`src/rtl/adder_sched.sv`:
```
// -----------------------------------------------------------------------------
// adder_sched
//
// Purpose:
//   Shares a single 8-bit adder slice between NREQ requesters. A round-robin
//   arbiter picks one requester, its operands are captured, and the WIDTH-bit
//   addition is then carried out byte-serially through the slice, least
//   significant byte first, with the carry chained from beat to beat. The
//   finished sum and carry-out are registered and presented to the display
//   side together with a one-cycle completion pulse addressed to the owner.
//
//   Operation timeline for a grant captured on edge E0 (BEATS = WIDTH/8):
//     E0            : capture operands, pointer update, gnt raised
//     E0+1..E0+BEATS: one byte per edge; the last one loads sum/cout, raises done
//     E0+BEATS+1    : back to IDLE
//     E0+BEATS+2    : earliest next capture
//
// Ports:
//   clk   in   1           rising-edge system clock
//   rst   in   1           synchronous reset, active-high
//   req   in   NREQ        level request, bit i belongs to requester i
//   a     in   NREQ*WIDTH  operand A, requester i at a[i*WIDTH +: WIDTH]
//   b     in   NREQ*WIDTH  operand B, same packing as a
//   gnt   out  NREQ        one-hot pulse in the cycle after operand capture
//   done  out  NREQ        one-hot pulse to the owner when sum/cout are valid
//   sum   out  WIDTH       sum of the last completed operation
//   cout  out  1           carry-out of the last completed operation
//   busy  out  1           high whenever the scheduler is not idle
// -----------------------------------------------------------------------------
module adder_sched #(
  parameter int NREQ  = 2,
  parameter int WIDTH = 16
) (
  input  logic                  clk,
  input  logic                  rst,
  input  logic [NREQ-1:0]       req,
  input  logic [NREQ*WIDTH-1:0] a,
  input  logic [NREQ*WIDTH-1:0] b,
  output logic [NREQ-1:0]       gnt,
  output logic [NREQ-1:0]       done,
  output logic [WIDTH-1:0]      sum,
  output logic                  cout,
  output logic                  busy
);

  localparam int BEATS = WIDTH / 8;
  localparam int IDXW  = (NREQ > 1) ? $clog2(NREQ) : 1;
  localparam int BW    = (BEATS > 1) ? $clog2(BEATS) : 1;

  // Pointer reset value makes requester 0 the first one searched.
  localparam logic [IDXW-1:0] LAST_RST  = IDXW'(NREQ - 1);
  localparam logic [BW-1:0]   BEAT_LAST = BW'(BEATS - 1);
  localparam logic [NREQ-1:0] ONEHOT0   = NREQ'(1'b1);

  typedef enum logic [1:0] {
    ST_IDLE = 2'b00,
    ST_CALC = 2'b01,
    ST_DONE = 2'b10
  } state_t;

  // ---------------------------------------------------------------------------
  // Registers
  // ---------------------------------------------------------------------------
  state_t            r_state;
  logic [IDXW-1:0]   r_last;
  logic [IDXW-1:0]   r_owner;
  logic [BW-1:0]     r_beat;
  logic              r_carry;
  logic [WIDTH-1:0]  r_a;
  logic [WIDTH-1:0]  r_b;
  logic [WIDTH-1:0]  r_acc;
  logic [WIDTH-1:0]  r_sum;
  logic              r_cout;
  logic [NREQ-1:0]   r_gnt;
  logic [NREQ-1:0]   r_done;
  logic              r_busy;

  // ---------------------------------------------------------------------------
  // Combinational wires
  // ---------------------------------------------------------------------------
  state_t            w_state_next;
  logic              w_take;
  logic              w_step;
  logic              w_finish;
  logic              w_found;
  logic [IDXW-1:0]   w_winner;
  int                w_pos;
  logic [WIDTH-1:0]  w_a_win;
  logic [WIDTH-1:0]  w_b_win;
  logic [7:0]        w_a_byte;
  logic [7:0]        w_b_byte;
  logic [8:0]        w_byte_sum;
  logic [WIDTH-1:0]  w_acc_next;
  logic [NREQ-1:0]   w_win_onehot;
  logic [NREQ-1:0]   w_owner_onehot;

  // Round-robin search: first set request starting just after the last winner.
  always_comb begin
    w_found  = 1'b0;
    w_winner = '0;
    w_pos    = 0;
    for (int k = 1; k <= NREQ; k++) begin
      w_pos    = int'(r_last) + k;
      w_pos    = (w_pos >= NREQ) ? (w_pos - NREQ) : w_pos;
      // Only the first hit in search order may claim the grant.
      w_winner = (req[IDXW'(w_pos)] && !w_found) ? IDXW'(w_pos) : w_winner;
      w_found  = w_found | req[IDXW'(w_pos)];
    end
  end

  // Operand multiplexers selecting the winner's slice of the packed buses.
  always_comb begin
    w_a_win = '0;
    w_b_win = '0;
    for (int i = 0; i < NREQ; i++) begin
      w_a_win = w_a_win | ((w_winner == IDXW'(i)) ? a[i*WIDTH +: WIDTH] : '0);
      w_b_win = w_b_win | ((w_winner == IDXW'(i)) ? b[i*WIDTH +: WIDTH] : '0);
    end
  end

  // Byte slice adder: picks the current byte, adds with the chained carry and
  // merges the result byte back into the accumulator image.
  always_comb begin
    w_a_byte = 8'h00;
    w_b_byte = 8'h00;
    for (int j = 0; j < BEATS; j++) begin
      w_a_byte = w_a_byte | ((r_beat == BW'(j)) ? r_a[j*8 +: 8] : 8'h00);
      w_b_byte = w_b_byte | ((r_beat == BW'(j)) ? r_b[j*8 +: 8] : 8'h00);
    end
    w_byte_sum = {1'b0, w_a_byte} + {1'b0, w_b_byte} + {8'h00, r_carry};
    w_acc_next = r_acc;
    for (int j = 0; j < BEATS; j++) begin
      w_acc_next[j*8 +: 8] = (r_beat == BW'(j)) ? w_byte_sum[7:0] : r_acc[j*8 +: 8];
    end
  end

  // One-hot encodings for the grant and completion pulses.
  always_comb begin
    w_win_onehot   = ONEHOT0 << w_winner;
    w_owner_onehot = ONEHOT0 << r_owner;
  end

  // Next-state logic and datapath control strobes.
  always_comb begin
    w_state_next = r_state;
    w_take       = 1'b0;
    w_step       = 1'b0;
    w_finish     = 1'b0;
    case (r_state)
      ST_IDLE: begin
        if (w_found) begin
          w_take       = 1'b1;
          w_state_next = ST_CALC;
        end else begin
          w_state_next = ST_IDLE;
        end
      end
      ST_CALC: begin
        w_step = 1'b1;
        if (r_beat == BEAT_LAST) begin
          w_finish     = 1'b1;
          w_state_next = ST_DONE;
        end else begin
          w_state_next = ST_CALC;
        end
      end
      // No arbitration here: a request pending now is served from IDLE.
      ST_DONE: begin
        w_state_next = ST_IDLE;
      end
      default: begin
        w_state_next = ST_IDLE;
      end
    endcase
  end

  // State register.
  always_ff @(posedge clk) begin
    if (rst) begin
      r_state <= ST_IDLE;
    end else begin
      r_state <= w_state_next;
    end
  end

  // Datapath, arbitration pointer and registered outputs.
  always_ff @(posedge clk) begin
    if (rst) begin
      r_last  <= LAST_RST;
      r_owner <= '0;
      r_beat  <= '0;
      r_carry <= 1'b0;
      r_a     <= '0;
      r_b     <= '0;
      r_acc   <= '0;
      r_sum   <= '0;
      r_cout  <= 1'b0;
      r_gnt   <= '0;
      r_done  <= '0;
      r_busy  <= 1'b0;
    end else begin
      // Pulses last exactly one cycle unless re-raised below.
      r_gnt  <= '0;
      r_done <= '0;
      r_busy <= (w_state_next != ST_IDLE);
      if (w_take) begin
        r_a     <= w_a_win;
        r_b     <= w_b_win;
        r_owner <= w_winner;
        r_last  <= w_winner;
        r_beat  <= '0;
        r_carry <= 1'b0;
        r_acc   <= '0;
        r_gnt   <= w_win_onehot;
      end
      if (w_step) begin
        r_acc   <= w_acc_next;
        r_carry <= w_byte_sum[8];
        r_beat  <= r_beat + BW'(1);
      end
      // sum/cout are only touched here so they hold across idle and CALC.
      if (w_finish) begin
        r_sum  <= w_acc_next;
        r_cout <= w_byte_sum[8];
        r_done <= w_owner_onehot;
      end
    end
  end

  assign gnt  = r_gnt;
  assign done = r_done;
  assign sum  = r_sum;
  assign cout = r_cout;
  assign busy = r_busy;

endmodule
```
`config.mk`:
```
export PLATFORM = sky130hd
export DESIGN_NAME = adder_sched
export DESIGN_NICKNAME = d
export VERILOG_FILES = /design/src/rtl/adder_sched.sv
export SDC_FILE = /design/constraint.sdc
export NUM_CORES = 1
export LEC_CHECK = 0
export CAP_MARGIN = 30
export CORE_UTILIZATION = 43
export DETAILED_ROUTE_END_ITERATION = 10
export PLACE_DENSITY = 0.75
export RECOVER_POWER = 50
export SLEW_MARGIN = 20
export SYNTH_ARGS = -nofsm -noshare
export SYNTH_HDL_FRONTEND = slang
export SYNTH_SLANG_ARGS = --single-unit
export TNS_END_PERCENT = 10
```
`constraint.sdc`:
```
create_clock -name clk -period 2.6 [get_ports clk]
set_input_delay 0.78 -clock clk [delete_from_list [all_inputs] [get_ports clk]]
set_output_delay 0.78 -clock clk [all_outputs]
set_load 0.02 [all_outputs]
```
==> results.cfg, run 1 <==
[status]
run_status = complete, no violations

[min_path]
hold_path_depth = 1
worst_hold_startpoint = r_owner
whs_endpoint = done[0]
hold_path_class = reg2reg

[global_routing]
grt_first_pass_wirelength_mm = 11.90
maximum_number_of_pins_on_one_net_before_global_route_repair = 40
grtUsageTotal_pct = 18.13
grt_antenna_before_repair = 0
vias_in_the_first_global_route = 2555
grt_remaining_overflow = 0

[clock_tree]
clock-root-buffer = sky130_fd_sc_hd__clkbuf_8
cts_inserted_buffers = 9
cts.path.max_buffers = 2
worst_setup_hold_path_clk_slew_ps = 70
cts.sinks = 68
postCtsSetupBuffers = 0
insertion_delay_ps = 330
cts_tree = yes
h-tree-depth = 3

[die]
io_pins = 90
die_w_um = 90.06
std_cell_rows = 31
floorplan.die_area_um2 = 8111
placeableCoreArea_um2 = 7370
initial_utilization_pct = 45.25
die_h_um = 90.06

[setup_path]
critPathLaunchType = flop
critPathCaptureType = flop
reg2reg_setup_slack_ps = 180
timing_worst_setup_path_type = reg2reg
critical_path.max_fanout = 4
ff2ff_path_depth = 9
worstReg2RegStart = r_beat
required_ps = 2780
cp.arrival_ps = 2610
worst_r2r_endpoint = cout

[sta]
slew-limit-headroom_pct = 45.80
finalCriticalPeriod_ps = 2423
worst_clock_skew_ps = 6.888
hold_viol = 0
timing.final.crit_share_pct = 93.21
setup_viol_count_final = 0
setup_tns_ps = 0
holdWs_ps = 436.8
final_slew_violations = 0
worstMarginPinSlew_ps = 812.5
achievable-frequency_ghz = 0.4126
rsz0062_at_grt = false

[power]
power_density_nw_per_um2 = 551.2
ir_worst_vdd_mv = 0.3069
power.leakage_nw = 1.597

[placed_design]
hpwl_dp_mm = 5.200
place.port_buffers = 88
final_weighted_congestion_in_routability_driven_placement = 0.8142
post_dp_cell_area_um2 = 4307

[drt]
drc = 0
number_of_nets_with_antenna_violations_after_detailed_routing = 0
drtPass1Iterations = 4
routed_via_density = 4.994
route.vias.total = 2622
wl_mm = 6.893
detailedRoute.firstIterationViolations = 107
routedWlPerCell_um = 13.13

[final_layout]
final_net_count = 500
final_layout_size_suffix_gt1_share_pct = 16.43
design_area_um2 = 4408
layout.core_utilization_pct = 59.81
insertedDiodeCount = 0
synthToLayoutAreaGrowth_pct = 32.20

[run]
timing.max_cap.violations = 0

[yosys]
ys_ff_latch = 68
synthDistinctLibCells = 42
syn_nets = 417
post_synth_instance_area_um2 = 3334
avgSynthCellArea_um2 = 9.807
syn-instance-count = 340
yosysSeqAreaShare_pct = 40.83
yosysWarningCount = 0
## synthesized netlist by cell type, drive strengths merged
library cell | instances | area (um2)
a211oi | 35 | 412.9
a21o | 1 | 7.510
a21oi | 22 | 110.1
a22oi | 3 | 22.52
a31oi | 1 | 6.260
and2 | 2 | 12.51
and2b | 1 | 7.510
buf | 16 | 120.1
clkbuf | 8 | 30.03
dfxtp | 68 | 1361
fa | 2 | 40.04
ha | 7 | 87.58
inv | 6 | 22.52
mux2 | 14 | 157.7
mux2i | 34 | 340.3
nand2 | 28 | 107.6
nand2b | 5 | 33.78
nand3 | 5 | 25.02
nand3b | 7 | 52.55
nor2 | 47 | 181.4
nor2b | 2 | 15.02
nor3 | 4 | 25.02
nor3b | 1 | 7.510
o211ai | 1 | 7.510
o21ai | 8 | 43.79
o21bai | 1 | 7.510
o31ai | 2 | 15.01
o41ai | 1 | 8.760
or2 | 1 | 6.260
or3 | 1 | 6.260
xnor2 | 4 | 35.03
xor2 | 2 | 17.52
## final cells by class
class / count / area (um2)
clock inverters: 3 / 15.01
fillers: 665 / 2962
flip-flops and latches: 68 / 1363
inverters: 6 / 22.52
repair buffers: 96 / 960.9
clock buffers: 11 / 141.4
multi-input cells: 242 / 1782
well taps: 99 / 123.9
## through the flow
| step | std cells | power (mW) | setup slack (ps) |
|---|---|---|---|
| 3_5_place_dp | 511 | 1.760 | 101.1 |
| 3_3_place_gp | 511 | 1.751 | 113.6 |
| 6_report | 525 | 2.430 | 176.6 |
| 2_1_floorplan | 340 | 1.553 | 160.6 |
| 4_1_cts | 525 | 2.473 | 77.60 |
| 5_1_grt | 525 | 2.568 | 33.60 |
## report_power, final
group	switching, mW	internal [mW]
clock network	0.357	0.356
logic	0.279	0.285
registers	0.0395	1.11
total	0.675	1.75
## cells by family (layout without fill, tap and decap cells)
logic type      after synthesis  after routing  synth area share [%]
flops                        68             68                 40.83
compound gates               75             75                 19.25
fa+ha+maj                     9              9                 3.827
buf+inv                      30            116                 5.178
mux                          48             48                 14.93
simple gates                104            104                 14.41
xor+xnor                      6              6                 1.576
## cells in the final DEF, fill, tap and decap left out, drive strengths merged
cell type,Yosys,final
a22oi,3,3
and2b,1,1
fa,2,2
mux2,14,14
o211ai,1,1
a21o,1,1
dlygate4sd3,0,1
nand2b,5,5
nand3,5,5
a31oi,1,1
mux2i,34,34
nor3b,1,1
xor2,2,2
nand3b,7,7
buf,16,7
o31ai,2,2
nand2,28,28
clkinv,0,3
xnor2,4,4
nor3,4,4
dfxtp,68,68
and2,2,2
nor2,47,47
ha,7,7
or3,1,1
o21ai,8,8
clkbuf,8,13
o21bai,1,1
clkdlybuf4s50,0,86
a211oi,35,35
o41ai,1,1
nor2b,2,2
inv,6,6
a21oi,22,22
or2,1,1
## worst max path at each step
stage,start,to,slack [ps]
6_report,r_beat,cout,180
2_1_floorplan,r_beat,cout,160
5_1_grt,r_beat,sum[14],30
3_5_place_dp,r_beat,cout,100
3_3_place_gp,r_beat,cout,110
4_1_cts,r_beat,cout,80
## critical path, cell delays in order, from the launching register on
cell and delay, ps:
sky130_fd_sc_hd__dfxtp_2 360, sky130_fd_sc_hd__mux2_2 360, sky130_fd_sc_hd__fa_1 410, sky130_fd_sc_hd__inv_1 80
sky130_fd_sc_hd__fa_1 200, sky130_fd_sc_hd__and2b_1 200, sky130_fd_sc_hd__nor3_1 200, sky130_fd_sc_hd__o21ai_2 120
sky130_fd_sc_hd__a31oi_2 240, sky130_fd_sc_hd__a211oi_2 90
## timing repair
action | CTS | global route
hold buffers | 0 | 0
endpoints found under the hold margin | 0 | 0
gates resized for setup | 0 | 2
setup endpoints to repair | 0 | 3
## layer usage
layer | GRT usage, % | share of wire [%] | vias to the layer above
li1 | - | - | 1358
met1 | 22.85 | 47 | 1202
met2 | 30.28 | 48 | 57
met3 | 5.922 | 4.6 | 5
met4 | 3.629 | 0.70 | 0
met5 | 0 | 0 | -
## state kept, by name (all words and copies together), names as in the netlist
name	flops
r_state	2
done	2
r_a	16
busy	1
r_owner	1
r_acc	8
r_b	16
r_last	1
r_beat	1
cout	1
r_carry	1
sum	16
gnt	2
Power figures use the tool's default switching activity.
==> run 2: changes to the inputs <==
--- a/config.mk
+++ b/config.mk
@@ -8,7 +8,7 @@
 export CAP_MARGIN = 30
 export CORE_UTILIZATION = 43
 export DETAILED_ROUTE_END_ITERATION = 10
-export PLACE_DENSITY = 0.75
+export PLACE_DENSITY = 0.72
 export RECOVER_POWER = 50
 export SLEW_MARGIN = 20
 export SYNTH_ARGS = -nofsm -noshare
==> results.cfg, run 2 (synthesis results as in run 1) <==
[status]
run_status = complete, no violations

[drt]
routedWlPerCell_um = 13.16
wl_mm = 6.950
drc = 0
number_of_nets_with_antenna_violations_after_detailed_routing = 0
routed_via_density = 4.958
route.vias.total = 2618
drtPass1Iterations = 4
detailedRoute.firstIterationViolations = 74

[final_layout]
layout.core_utilization_pct = 59.95
synthToLayoutAreaGrowth_pct = 32.50
layout.filler_cells = 665
final_net_count = 501
layout_commonest_cell = sky130_fd_sc_hd__clkdlybuf4s50_1
layout_common_cells = sky130_fd_sc_hd__clkdlybuf4s50_1, sky130_fd_sc_hd__dfxtp_1, sky130_fd_sc_hd__nor2_1
insertedDiodeCount = 0
final_layout_size_suffix_gt1_share_pct = 16.78

[power]
power.leakage_nw = 1.606
ir_worst_vdd_mv = 0.3019
power_report.internal_total_mw = 1.829
power.switching_mw = 0.7003
power.share.sequential_pct = 45.5
power_density_nw_per_um2 = 572.5
power_frac_comb_pct = 22.2
swShare_pct = 27.69
clock_power_share_pct = 32.3
power.total_mw = 2.529

[sta]
worst_clock_skew_ps = 7.101
finalCriticalPeriod_ps = 2451
holdWs_ps = 430.7
final_slew_violations = 0
setup_viol_count_final = 0
hold_viol = 0
slew-limit-headroom_pct = 50.50
achievable-frequency_ghz = 0.4080
timing.final.crit_share_pct = 94.27
rsz0062_at_grt = false
worstMarginPinSlew_ps = 742.5
setup_tns_ps = 0

[setup_path]
critical_path.max_fanout = 5
required_ps = 2800
worst_path_largest_cell_delay_ps = 430
cpMaxStageDelayCell = sky130_fd_sc_hd__fa_1
critPathCaptureType = flop
cp.arrival_ps = 2650
cp_cell_sequence = mux2_2 > fa_1 > inv_1 > fa_1 > and2b_1 > nor3_1 > o21ai_2 > a31oi_2 > a211oi_2
critPathLaunchType = flop
path_common_cell = sky130_fd_sc_hd__fa_1
timing_worst_setup_path_type = reg2reg

[die]
floorplan.die_area_um2 = 8111
die_w_um = 90.06
die_h_um = 90.06
initial_utilization_pct = 45.25
placeableCoreArea_um2 = 7370
io_pins = 90
std_cell_rows = 31

[placed_design]
place.port_buffers = 88
hpwl_dp_mm = 5.154
final_weighted_congestion_in_routability_driven_placement = 0.7909

[clock_tree]
cts.sinks = 68
ctsHoldBuffers = 0
h-tree-depth = 3
insertion_delay_ps = 340
clock-root-buffer = sky130_fd_sc_hd__clkbuf_8
cts_tree = yes
cts_resized = 0
cts_inserted_buffers = 9
postCtsSetupBuffers = 0
cts.path.max_buffers = 2
worst_setup_hold_path_clk_slew_ps = 70

[global_routing]
grt_antenna_before_repair = 0
maximum_number_of_pins_on_one_net_before_global_route_repair = 62
grt_remaining_overflow = 0
vias_in_the_first_global_route = 2599
grt_first_pass_wirelength_mm = 12.15
grtUsageTotal_pct = 18.57

[min_path]
hold_path_class = reg2reg

[run]
timing.max_cap.violations = 0
## run 2: power by group through the flow
stage          combinational (mW)  sequential, mW  clock, mW
2_1_floorplan               0.382            1.17          0
3_5_place_dp                0.580            1.18          0
6_report                    0.561            1.15      0.817
3_3_place_gp                0.572            1.17          0
4_1_cts                     0.583            1.15      0.830
5_1_grt                     0.620            1.16      0.871
## run 2: through the flow
| step | std cells | instance area [um2] | setup WS (ps) |
|---|---|---|---|
| 2_1_floorplan | 340 | 3334 | 160.6 |
| 3_3_place_gp | 512 | 4289 | 75.15 |
| 3_5_place_dp | 512 | 4289 | 33.55 |
| 4_1_cts | 528 | 4472 | 16.78 |
| 5_1_grt | 528 | 4418 | 19.57 |
| 6_report | 528 | 4418 | 149.0 |
## run 2: layer usage
metal	routed length [um]	vias to the layer above	GRT usage (%)
met4	154	0	8.468
met2	3190	65	30.34
met3	253	12	3.299
li1	-	1366	-
met1	3351	1175	23.80
met5	0	-	0
## run 2: path summary, 6_finish.rpt
| check | startpoint | to | slack (ps) | cells past startpoint |
|---|---|---|---|---|
| setup reg to reg | r_beat | cout | 150 | 9 |
| hold / removal | r_owner | done[0] | 430 | 1 |
| setup / recovery | r_beat | cout | 150 | 9 |
| hold reg to reg | r_owner | done[0] | 430 | 1 |
## run 2: area by class of cell
| cell class | instances | area [um2] | area share (%) |
|---|---|---|---|
| Clock buffer | 10 | 127.6 | 2.889 |
| Sequential cell | 68 | 1363 | 30.84 |
| Clock inverter | 6 | 55.05 | 1.246 |
| Tap cell | 99 | 123.9 | 2.804 |
| Timing Repair Buffer | 97 | 939.7 | 21.27 |
| Inverter | 6 | 22.52 | 0.5098 |
| Multi-Input combinational cell | 242 | 1787 | 40.44 |
## run 2: worst max-delay path, delay by kind of cell, from the launching register on
kind	cells	cell delay, ps
and+or+nand+nor	2	400
AOI/OAI and AO/OA	3	470
muxes	1	360
buffers and inverters	1	90
DFF	1	380
adders and majority gates	2	620
==> run 3: changes to the inputs <==
--- a/config.mk
+++ b/config.mk
@@ -5,10 +5,11 @@
 export SDC_FILE = /design/constraint.sdc
 export NUM_CORES = 1
 export LEC_CHECK = 0
+export ABC_AREA = 1
 export CAP_MARGIN = 30
 export CORE_UTILIZATION = 43
 export DETAILED_ROUTE_END_ITERATION = 10
-export PLACE_DENSITY = 0.72
+export PLACE_DENSITY = 0.73
 export RECOVER_POWER = 50
 export SLEW_MARGIN = 20
 export SYNTH_ARGS = -nofsm -noshare
==> results.cfg, run 3 <==
[status]
run_status = complete, no violations

[clock_tree]
cts.path.max_buffers = 2
cts_tree = yes
cts_resized = 0
cts.sinks = 68
ctsHoldBuffers = 0
h-tree-depth = 3
insertion_delay_ps = 340
clock-root-buffer = sky130_fd_sc_hd__clkbuf_8
cts_inserted_buffers = 9
postCtsSetupBuffers = 0
worst_setup_hold_path_clk_slew_ps = 70

[setup_path]
critPathCaptureType = flop
cpMaxStageDelayCell = sky130_fd_sc_hd__clkbuf_2
cp_top_family = buffers and inverters
cp_cell_sequence = dlygate4sd3_1 > inv_1 > nor3_1 > clkbuf_2 > nand2_1 > a21oi_1
path_buf_inv = 3
cp.arrival_ps = 2480
critical_path.max_fanout = 35
required_ps = 2870
timing_worst_setup_path_type = in2reg
critPathLaunchType = input pin
critical_path.startpoint = req[0]
worst_path_largest_cell_delay_ps = 540
worstReg2RegStart = r_beat

[final_layout]
design_area_um2 = 4299
multi_input_combinational_cell_area_um2 = 1554
layout.filler_cells = 682
final_cells = 638
final_layout_size_suffix_gt1_share_pct = 6.308
layout_commonest_cell = sky130_fd_sc_hd__nand2_1
synthToLayoutAreaGrowth_pct = 34.48
insertedDiodeCount = 0
layout_common_cells = sky130_fd_sc_hd__nand2_1, sky130_fd_sc_hd__clkdlybuf4s50_1, sky130_fd_sc_hd__a21oi_1
sequential_cell_area_um2 = 1361
final_net_count = 611

[power]
power.share.sequential_pct = 43.2
swShare_pct = 30.16
power.switching_mw = 0.8255
ir_worst_vdd_mv = 0.2589
power_report.internal_total_mw = 1.912
power.leakage_nw = 2.017
clock_power_share_pct = 32.2
power.total_mw = 2.737
power_density_nw_per_um2 = 636.7
power_frac_comb_pct = 24.6

[yosys]
synthDistinctLibCells = 27
post_synth_instance_area_um2 = 3197
syn_nets = 530
synth.top_cells.by_count = sky130_fd_sc_hd__nand2_1, sky130_fd_sc_hd__a21oi_1, sky130_fd_sc_hd__dfxtp_1, sky130_fd_sc_hd__o21ai_0, sky130_fd_sc_hd__inv_1
yosysSeqAreaShare_pct = 42.58
postSynth.topFlopCell = sky130_fd_sc_hd__dfxtp_1
syn-instance-count = 453
ys_ff_latch = 68
netlist_top_cells_area = sky130_fd_sc_hd__dfxtp_1, sky130_fd_sc_hd__nand2_1, sky130_fd_sc_hd__a21oi_1
synth_top_cell_area_share_pct = 42.58
avgSynthCellArea_um2 = 7.057
post_synth_edffs = 0
synthDominantAreaCellType = sky130_fd_sc_hd__dfxtp_1
yosysWarningCount = 0
synth.most_common_cell = sky130_fd_sc_hd__nand2_1
asyncSetResetFlopFracSynth_pct = 0

[die]
io_pins = 90
floorplan.die_area_um2 = 7784
placeableCoreArea_um2 = 7214
die_w_um = 88.23
die_h_um = 88.23
initial_utilization_pct = 44.31
std_cell_rows = 31

[sta]
setup_viol_count_final = 0
timing.final.crit_share_pct = 85.25
finalCriticalPeriod_ps = 2216
hold_viol = 0
final_slew_violations = 0
worstMarginPinSlew_ps = 610.7
rsz0062_at_grt = false
worst_clock_skew_ps = 7.374
achievable-frequency_ghz = 0.4512
slew-limit-headroom_pct = 59.23
setup_tns_ps = 0

[placed_design]
post_dp_cell_area_um2 = 4110
dp.cells = 622
hpwl_dp_mm = 5.616
place.port_buffers = 88
final_weighted_congestion_in_routability_driven_placement = 0.8519

[drt]
drtPass1Iterations = 5
routed_via_density = 5.003
routedWlPerCell_um = 12.40
wl_mm = 7.911
drc = 0
route.vias.total = 3192
detailedRoute.firstIterationViolations = 182
number_of_nets_with_antenna_violations_after_detailed_routing = 0

[global_routing]
maximum_number_of_pins_on_one_net_before_global_route_repair = 36
grt_antenna_before_repair = 0
grt_first_pass_wirelength_mm = 13.57
grt_remaining_overflow = 0
vias_in_the_first_global_route = 2945
grtUsageTotal_pct = 22.60

[min_path]
worst_hold_startpoint = r_owner
hold_path_class = reg2reg

[run]
timing.max_cap.violations = 0
## run 3: cell count changes in the layout (fill, tap and decap cells not counted), moves of 23 or more
| cell | before | now |
|---|---|---|
| sky130_fd_sc_hd__nor2_1 | 46 | 22 |
| sky130_fd_sc_hd__nand2_1 | 27 | 139 |
| sky130_fd_sc_hd__a211oi_2 | 26 | 0 |
| sky130_fd_sc_hd__mux2i_1 | 34 | 0 |
| sky130_fd_sc_hd__inv_1 | 6 | 29 |
| sky130_fd_sc_hd__a21oi_1 | 22 | 72 |
| sky130_fd_sc_hd__o21ai_0 | 7 | 46 |
## run 3: metal layers
metal  global-route usage [%]  up-vias  share of wire [%]
met4                    7.478        0                1.3
met1                    30.18     1442                 46
met3                    4.104       11                4.8
met5                        0        -                  0
li1                         -     1635                  -
met2                    36.99      104                 48
## run 3: worst paths after layout
path	to	slack, ps	cells past startpoint
worst min register to register	done[1]	450	2
worst max-delay path	r_owner	380	6
worst min-delay path	done[1]	450	2
worst max register to register	sum[15]	400	13
## run 3: through the flow
| step | hold slack (ps) | setup WS (ps) | util, % |
|---|---|---|---|
| after floorplan | 413.2 | 559.7 | - |
| after global placement | 424.1 | 208.1 | 56.97 |
| after detailed placement | 443.2 | 201.8 | 56.97 |
| after CTS | 455.2 | 387.2 | 59.78 |
| after global routing | 476.0 | 115.8 | 59.59 |
| final | 453.7 | 383.6 | 59.59 |
## run 3: final cells by class
cell class,instances,share of cell area [%]
inverters,35,3.114
well taps,99,2.881
clock buffers,12,3.609
multi-input cells,326,36.15
flip-flops and latches,68,31.66
clock inverters,4,1.106
repair buffers,94,21.48
## run 3: power groups by stage
stage	sequential, mW	combinational [mW]	clock, mW
2_1_floorplan	1.21	0.427	0
3_3_place_gp	1.20	0.661	0
3_5_place_dp	1.20	0.673	0
4_1_cts	1.18	0.679	0.891
5_1_grt	1.19	0.762	0.947
6_report	1.18	0.674	0.882
## run 3: worst register-to-register path: stages, from the launching register on
cell,delay (ps)
sky130_fd_sc_hd__dfxtp_1,350
sky130_fd_sc_hd__inv_2,170
sky130_fd_sc_hd__or2_2,320
sky130_fd_sc_hd__o21ai_0,170
sky130_fd_sc_hd__inv_1,100
sky130_fd_sc_hd__ha_1,300
sky130_fd_sc_hd__nand2_1,70
sky130_fd_sc_hd__nand2_1,110
sky130_fd_sc_hd__nand3_1,130
sky130_fd_sc_hd__nand2_1,60
sky130_fd_sc_hd__nand2_1,60
sky130_fd_sc_hd__nand2_1,80
sky130_fd_sc_hd__o21bai_1,130
sky130_fd_sc_hd__inv_1,60
## run 3: cells by family after synthesis
kind of cell	synth area share, %
buffers and inverters	8.454
adder cells (fa/ha/maj)	3.992
flip-flops	42.58
AND/OR/NAND/NOR	24.89
AO/OA/AOI/OAI	20.08
